$ cat src/rtl/pipe_ripple_add.sv
// Pipelined ripple-carry adder/subtractor, one WIDTH/STAGES-bit slice per stage; PIPE_RIPPLE_ADD_SAT_EN adds saturation.
// Latency: STAGES cycles from accept edge to output transfer edge; one result per cycle when unstalled.
// Backpressure: per-stage valid bits with collapsing bubbles; in_ready drops only when every stage is full and out_ready is low.
module pipe_ripple_add #(
  parameter int WIDTH  = 16,
  parameter int STAGES = 4
) (
  input  logic             clk,
  input  logic             rst_n,
  input  logic             in_valid,
  output logic             in_ready,
  input  logic [WIDTH-1:0] a,
  input  logic [WIDTH-1:0] b,
  input  logic             cin,
  input  logic             sub,
  output logic             out_valid,
  input  logic             out_ready,
  output logic [WIDTH-1:0] sum,
  output logic             cout,
  output logic             ovf
);

  localparam int SL   = WIDTH / STAGES;
  localparam int MSB  = WIDTH - 1;
  localparam int LAST = STAGES - 1;

  logic [STAGES-1:0] vld;
  logic [STAGES-1:0] ld;
  logic [WIDTH-1:0]  b_eff;
  logic              c_first;

  // Subtraction is A + ~B + 1, so the inversion and forced carry happen before stage 0.
  assign b_eff   = sub ? ~b : b;
  assign c_first = sub | cin;

  genvar k;
  generate
    for (k = 0; k < STAGES; k++) begin : g_stg
      logic             src_v;
      logic [WIDTH-1:0] src_a;
      logic [WIDTH-1:0] src_b;
      logic [WIDTH-1:0] src_s;
      logic             src_c;
      logic [WIDTH-1:0] nxt_s;
      logic             nxt_c;
      logic             v_q;
      logic [WIDTH-1:0] a_q;
      logic [WIDTH-1:0] b_q;
      logic [WIDTH-1:0] s_q;
      logic             c_q;

      if (k == 0) begin : g_src
        assign src_v = in_valid;
        assign src_a = a;
        assign src_b = b_eff;
        assign src_s = '0;
        assign src_c = c_first;
      end else begin : g_src
        assign src_v = g_stg[k-1].v_q;
        assign src_a = g_stg[k-1].a_q;
        assign src_b = g_stg[k-1].b_q;
        assign src_s = g_stg[k-1].s_q;
        assign src_c = g_stg[k-1].c_q;
      end

      // A stage can load if it, or any stage between it and the output, has a free slot.
      assign ld[k]  = out_ready || !(&vld[LAST:k]);
      assign vld[k] = v_q;

      always_comb begin
        logic c;
        c     = src_c;
        nxt_s = src_s;
        for (int i = 0; i < SL; i++) begin
          nxt_s[k*SL+i] = src_a[k*SL+i] ^ src_b[k*SL+i] ^ c;
          c = (src_a[k*SL+i] & src_b[k*SL+i]) | (c & (src_a[k*SL+i] ^ src_b[k*SL+i]));
        end
        nxt_c = c;
      end

      always_ff @(posedge clk or negedge rst_n) begin
        if (!rst_n) begin
          v_q <= 1'b0;
          a_q <= '0;
          b_q <= '0;
          s_q <= '0;
          c_q <= 1'b0;
        end else if (ld[k]) begin
          v_q <= src_v;
          if (src_v) begin
            a_q <= src_a;
            b_q <= src_b;
            s_q <= nxt_s;
            c_q <= nxt_c;
          end
        end
      end
    end
  endgenerate

  logic [WIDTH-1:0] s_last;
  logic             a_msb;
  logic             b_msb;
  logic             unused_operand_lsbs;

  assign s_last    = g_stg[LAST].s_q;
  assign a_msb     = g_stg[LAST].a_q[MSB];
  assign b_msb     = g_stg[LAST].b_q[MSB];
  assign unused_operand_lsbs = ^{g_stg[LAST].a_q[MSB-1:0], g_stg[LAST].b_q[MSB-1:0]};

  assign in_ready  = ld[0];
  assign out_valid = vld[LAST];
  assign cout      = g_stg[LAST].c_q;
  assign ovf       = (a_msb == b_msb) && (s_last[MSB] != a_msb);

`ifdef PIPE_RIPPLE_ADD_SAT_EN
  always_comb begin
    sum = s_last;
    if (ovf) sum = a_msb ? {1'b1, {(WIDTH-1){1'b0}}} : {1'b0, {(WIDTH-1){1'b1}}};
  end
`else
  assign sum = s_last;
`endif

endmodule
$ cat config.mk
export PLATFORM = sky130hd
export DESIGN_NAME = pipe_ripple_add
export DESIGN_NICKNAME = d
export VERILOG_FILES = /design/src/rtl/pipe_ripple_add.sv
export SDC_FILE = /design/constraint.sdc
export NUM_CORES = 1
export LEC_CHECK = 0
export CORE_UTILIZATION = 54
export CTS_CLUSTER_DIAMETER = 40
export DETAILED_ROUTE_END_ITERATION = 6
export GPL_TIMING_DRIVEN = 0
export PLACE_DENSITY = 0.77
export SLEW_MARGIN = 20
export SYNTH_ARGS = -nofsm -noshare
export SYNTH_HDL_FRONTEND = slang
export SYNTH_SLANG_ARGS = --single-unit
$ cat constraint.sdc
create_clock -name clk -period 2.78 [get_ports clk]
set_clock_uncertainty 0.2 [all_clocks]
set_input_delay 0.556 -clock clk [delete_from_list [all_inputs] [get_ports clk]]
set_output_delay 0.556 -clock clk [all_outputs]
set_load 0.05 [all_outputs]
; Yosys cells after proc, flatten, opt, wreduce, memory -nomap -nowiden
; Index checks and enable logic that the tools add are counted.
[classes]
n_eq_ne = 2
mux = 1
n_bitwise = 82
reduce_logical = 16
[ops]
columns = operator, count
row1 = bitwise AND 1 bit, 32
row2 = bitwise XOR 1 bit, 32
row3 = bitwise OR 1 bit, 17
row4 = 2-to-1 mux 16 bit, 1
row5 = inverter 16 bit, 1
row6 = AND reduction 2 bit, 5
row7 = zero test 1 bit, 4
row8 = logical OR 1 bit, 4
row9 = AND reduction 4 bit, 1
row10 = AND reduction 3 bit, 1
row11 = equality test 1 bit, 1
row12 = logical AND 1 bit, 1
row13 = != test 1 bit, 1
[totals]
regBits = 176
elab_cells = 121

; Longest topological paths before layout
[logic_depth]
ltp_word = 11
depth_mapped = 10

; Worst setup path after synthesis
; Ideal clock, no wire load.
[synth_path]
path_type = input to register
start = input port sub
end = register g_stg[0].s_q[3]
t_arrival_ns = 2.880
t_required_ns = 2.455
setup_slack_ns = -0.425
path_stages = 10
path_buffers = 2
cell_sequence = buf_2 buf_2 xor2_1 fa_1 inv_1 fa_1 fa_1 inv_1 fa_1 mux2_2
[synth_via]
elab_chain_len = 9
[synth_lines]
columns = item, line_no
row1 = "start, declared", 15  ; input logic sub,
row2 = 2-to-1 mux 16 bit, 33  ; assign b_eff = sub ? ~b : b;
row3 = bitwise XOR 1 bit, 76  ; c = (src_a[k*SL+i] & src_b[k*SL+i]) | (c & (src_a[k*SL+i] ^ src_b[k*SL+i]));
row4 = bitwise AND 1 bit, 76
row5 = bitwise OR 1 bit, 76
row6 = bitwise AND 1 bit, 76
row7 = bitwise OR 1 bit, 76
row8 = bitwise AND 1 bit, 76
row9 = bitwise OR 1 bit, 76
row10 = bitwise XOR 1 bit (*), 75  ; nxt_s[k*SL+i] = src_a[k*SL+i] ^ src_b[k*SL+i] ^ c;
row11 = net g_stg[0].nxt_s[3], 44  ; logic [WIDTH-1:0] nxt_s;
row12 = "end signal, assigned", 93  ; s_q <= nxt_s;
row13 = "end, declared", 49  ; logic [WIDTH-1:0] s_q;
; Mark *: on every way through the listed nets, which the timed path passes. The rest lies on a longest branch.
; A chain may end at the register's enable or synchronous reset.

; Final worst setup path
; Ends and elaborated chain as after synthesis.

==> metrics.log <==
INFO  metric finalCritPeriodShare = 94.2%
INFO  metric layout-area-overhead-vs-synth = 24.4%
INFO  metric die_h = 90.9 um
INFO  metric cts_inserted_buffers = 9
INFO  metric cts-htree-levels = 3
INFO  metric via_count = 2338
INFO  metric critPathArrivalTime = 2.67 ns
INFO  metric startpoint_type = primary input
INFO  metric synth-seq-cells = 98
INFO  metric post-dp-hpwl = between 5000 and 6000 um
INFO  metric p_leak = 2.39 nW
INFO  metric count_of_port_buffers_added_during_placement = 56
INFO  metric route.detailed.wl_per_inst = 15.0 um
INFO  metric top_level_ports = 58
INFO  metric drc = 0
INFO  metric synth_enable_flop_cells = 0
INFO  metric gpl.final_weighted_congestion = around 0.74
INFO  metric final_net_count = a little over 400
INFO  metric worst_ir_drop_vdd = 442 uV
INFO  metric max_slew.worst_pin.slew = 0.493 ns
INFO  metric synth_top_cells_by_area = dfrtp_1 (58%), mux2_2 (19%), fa_1 (7.5%)
INFO  metric die_x = around 90 um
INFO  metric clock_sink_count = 98
INFO  metric synth.cell_area = roughly 4300 um^2
INFO  metric period_minus_slack = between 2 and 3 ns
INFO  metric critical_path.most_common_cell = fa_2
INFO  metric cts_tree = yes
INFO  metric finalMaxSlewViolations = 0
INFO  metric relSlewSlack = between 60% and 70%
INFO  metric post-route-cell-area = around 5300 um^2
INFO  metric clockBufferDepth = 2
INFO  metric cellPowerDensity = 1010 nW/um^2
INFO  metric ys_async_sr_fraction = 100%
INFO  metric synth_top_area_cell = dfrtp_1
INFO  metric detail_route.first_pass.iterations = 4
INFO  metric dp_cells = roughly 450
INFO  metric worstPathRequired = 2.83 ns
INFO  metric min-delay-path-class = reg -> reg
INFO  metric drt_wl_total = ~7000 um
INFO  metric number_of_global_route_vias_before_repair = 2581
INFO  metric crit_path_end_kind = flip-flop
INFO  metric global_route.usage.total = 20.0%
INFO  metric post_route_cells_drive_above_1_share = 32.2%
INFO  metric ys.warnings.count = 0
INFO  metric status = completed
INFO  metric dpl-instance-area = 5020 um^2
INFO  metric worst-path-max-fanout = 17
INFO  metric global_route.overflow_total = 0
INFO  metric grt_max_degree = 66
INFO  metric grt_pass1_wl = about 12000 um
INFO  metric total_power = 0.00535 W
INFO  metric routed_via_density = 5.03
INFO  metric timing.critical_path.slowest_stage_cell = fa_2
INFO  metric synth.lib_cells_used.distinct = 21
INFO  metric insertion_delay = 0.35 ns
INFO  metric timing.final.setup_violations = 0
INFO  metric synth_top_flop_cell = dfrtp_1
INFO  metric drv_cap = 0
INFO  metric post-synth-top-area-fraction = 57.5%
INFO  metric r2r_end = g_stg[2].s_q[11]
INFO  metric path_clk_slew = 0.09 ns
INFO  metric number_of_antenna_violations_at_the_first_check_in_global_routing = 0
INFO  metric rrSetupSlack = approximately 0.4 ns
INFO  metric detailedRoute.firstIterationViolations = 59
INFO  metric timing.fmax = 0.382 GHz
INFO  metric antenna_violating_nets_post_route = 0
INFO  metric worstSetupEndpoint = g_stg[0].s_q[3]
INFO  metric fillCellCount = ~570
INFO  metric cts.root.buffer_cell = clkbuf_8
INFO  metric synthTopCellsByCount = dfrtp_1 (98), mux2_2 (73), inv_1 (32)
INFO  metric crit_path_start = sub
INFO  metric postSynthAreaPerCell = 14.7 um^2
INFO  metric core_area = just under 8000 um^2
INFO  metric r2r_start = g_stg[1].a_q[8]
INFO  metric antennaDiodeCount = 0
INFO  metric syn_nets = 344
INFO  metric synth.yosys.seq_area_share = 57.5%
INFO  metric synth.most_common_cell = dfrtp_1
INFO  metric final_cells = 465
INFO  metric syn-instance-count = 290
INFO  metric report.final.hold_viol_count = 0
INFO  metric unrepaired_setup_endpoints_after_global_routing = false
INFO  metric die-area = 8260 um^2
INFO  metric worst_setup_path_type = in -> reg
INFO  metric placement_rows = 32
INFO  metric multiInputGateArea = 1660 um^2
INFO  metric worst-r2r-cell-count = 8
INFO  metric timing.critical_path.slowest_cell_delay = just under 0.4 ns
INFO  metric cell_by_cell_trace_of_the_critical_path = buf_12 -> xor2_4 -> fa_2 -> inv_2 -> fa_2 -> fa_2 -> inv_2 -> fa_1 -> mux2_4
INFO  metric area.sequential = about 2500 um^2
INFO  metric effective_utilization_at_floorplan = 55.5%
[layer usage]
metal  track usage [%]  up-vias  routed length (um)
met5                 0        -                   0
met4              10.1        0                 157
met3              3.11       13                 176
met2              31.8       46                3430
met1              26.8     1190                3190
li1                  -     1089                   -
[flip-flops by register name, summed over array words and instances (netlist names)]
name       flops
out_valid      1
sum           16
g_stg.b_q     25
g_stg.s_q     24
g_stg.v_q      3
cout           1
g_stg.a_q     25
g_stg.c_q      3
[layout by cell type, fill, tap and decap left out, types with 2 or more instances in the layout]
master / netlist / routed
inv_1: 32 / 30
buf_6: 2 / 3
nand2_1: 7 / 7
fa_1: 16 / 13
clkbuf_8: 0 / 10
mux2i_1: 9 / 9
fa_2: 0 / 3
xnor2_1: 4 / 4
buf_2: 8 / 6
dfrtp_1: 98 / 98
nand2b_1: 4 / 4
mux2_2: 73 / 72
xor2_1: 12 / 11
bufinv_16: 0 / 4
mux2_4: 6 / 7
o21ai_0: 11 / 11
dlymetal6s2s_1: 0 / 2
inv_2: 0 / 2
clkbuf_2: 0 / 2
clkdlybuf4s50_1: 0 / 51
[critical path, delay by kind of cell]
kind | cells | cell delay (ns)
fa+ha+maj | 4 | 1.39
buf+inv | 3 | 0.26
xor+xnor | 1 | 0.17
mux | 1 | 0.27
[where the power goes]
group | internal (W) | total [W] | switching, W
clock | 0.000716 | 0.00120 | 0.000483
sequential | 0.00194 | 0.00224 | 0.000293
combinational | 0.000898 | 0.00192 | 0.00102
[kinds of logic (layout without fill, tap and decap cells)]
logic type	Yosys count	count (layout)	synth area share (%)
compound gates	14	14	1.82
buf+inv	42	115	4.28
simple gates	16	16	2.08
flops	98	98	57.5
fa+ha+maj	16	16	7.51
xor+xnor	16	16	3.29
mux	88	88	23.5
[worst min-delay path by stage]
stage | from | to | slack [ns] | cells after the start
after CTS | g_stg[1].v_q | g_stg[2].v_q | 0.31 | 1
after floorplan | rst_n | cout | 0.06 | 0
final | g_stg[1].b_q[12] | g_stg[2].b_q[12] | 0.31 | 1
after global placement | g_stg[1].v_q | g_stg[2].v_q | 0.28 | 1
after global routing | g_stg[1].a_q[13] | g_stg[2].a_q[13] | 0.32 | 1
after detailed placement | rst_n | sum[12] | 0.26 | 1
[area by class of cell]
class                      count  share of cell area [%]
multi-input combinational    150                    31.3
clock buffer                  10                    2.60
clock inverter                 6                    2.57
inverter                      32                    2.27
sequential                    98                    46.2
buffer                         9                    1.37
timing repair buffer          58                    11.2
tap                          102                    2.41
[metrics by stage]
step	hold WS, ns	utilization (%)	TNS, ns	worst slack [ns]
after global placement	0.278	64.9	-250.60	-2.55
final	0.306	69.0	0	0.162
after global routing	0.325	69.0	0	0.0921
after detailed placement	0.260	65.3	-1.10	-0.516
after CTS	0.311	69.0	0	0.0210
after floorplan	0.0604	-	-0.145	-0.114
[repair_timing]
item                                   CTS  global route
resized for setup                        3             9
cloned                                   0             0
pin swaps                                1             6
endpoints found under the hold margin   33             0
hold buffers                             1             0
setup buffers                            0             0
setup endpoints to repair                2             2
No activity file was read; power rests on OpenSTA's default activity.
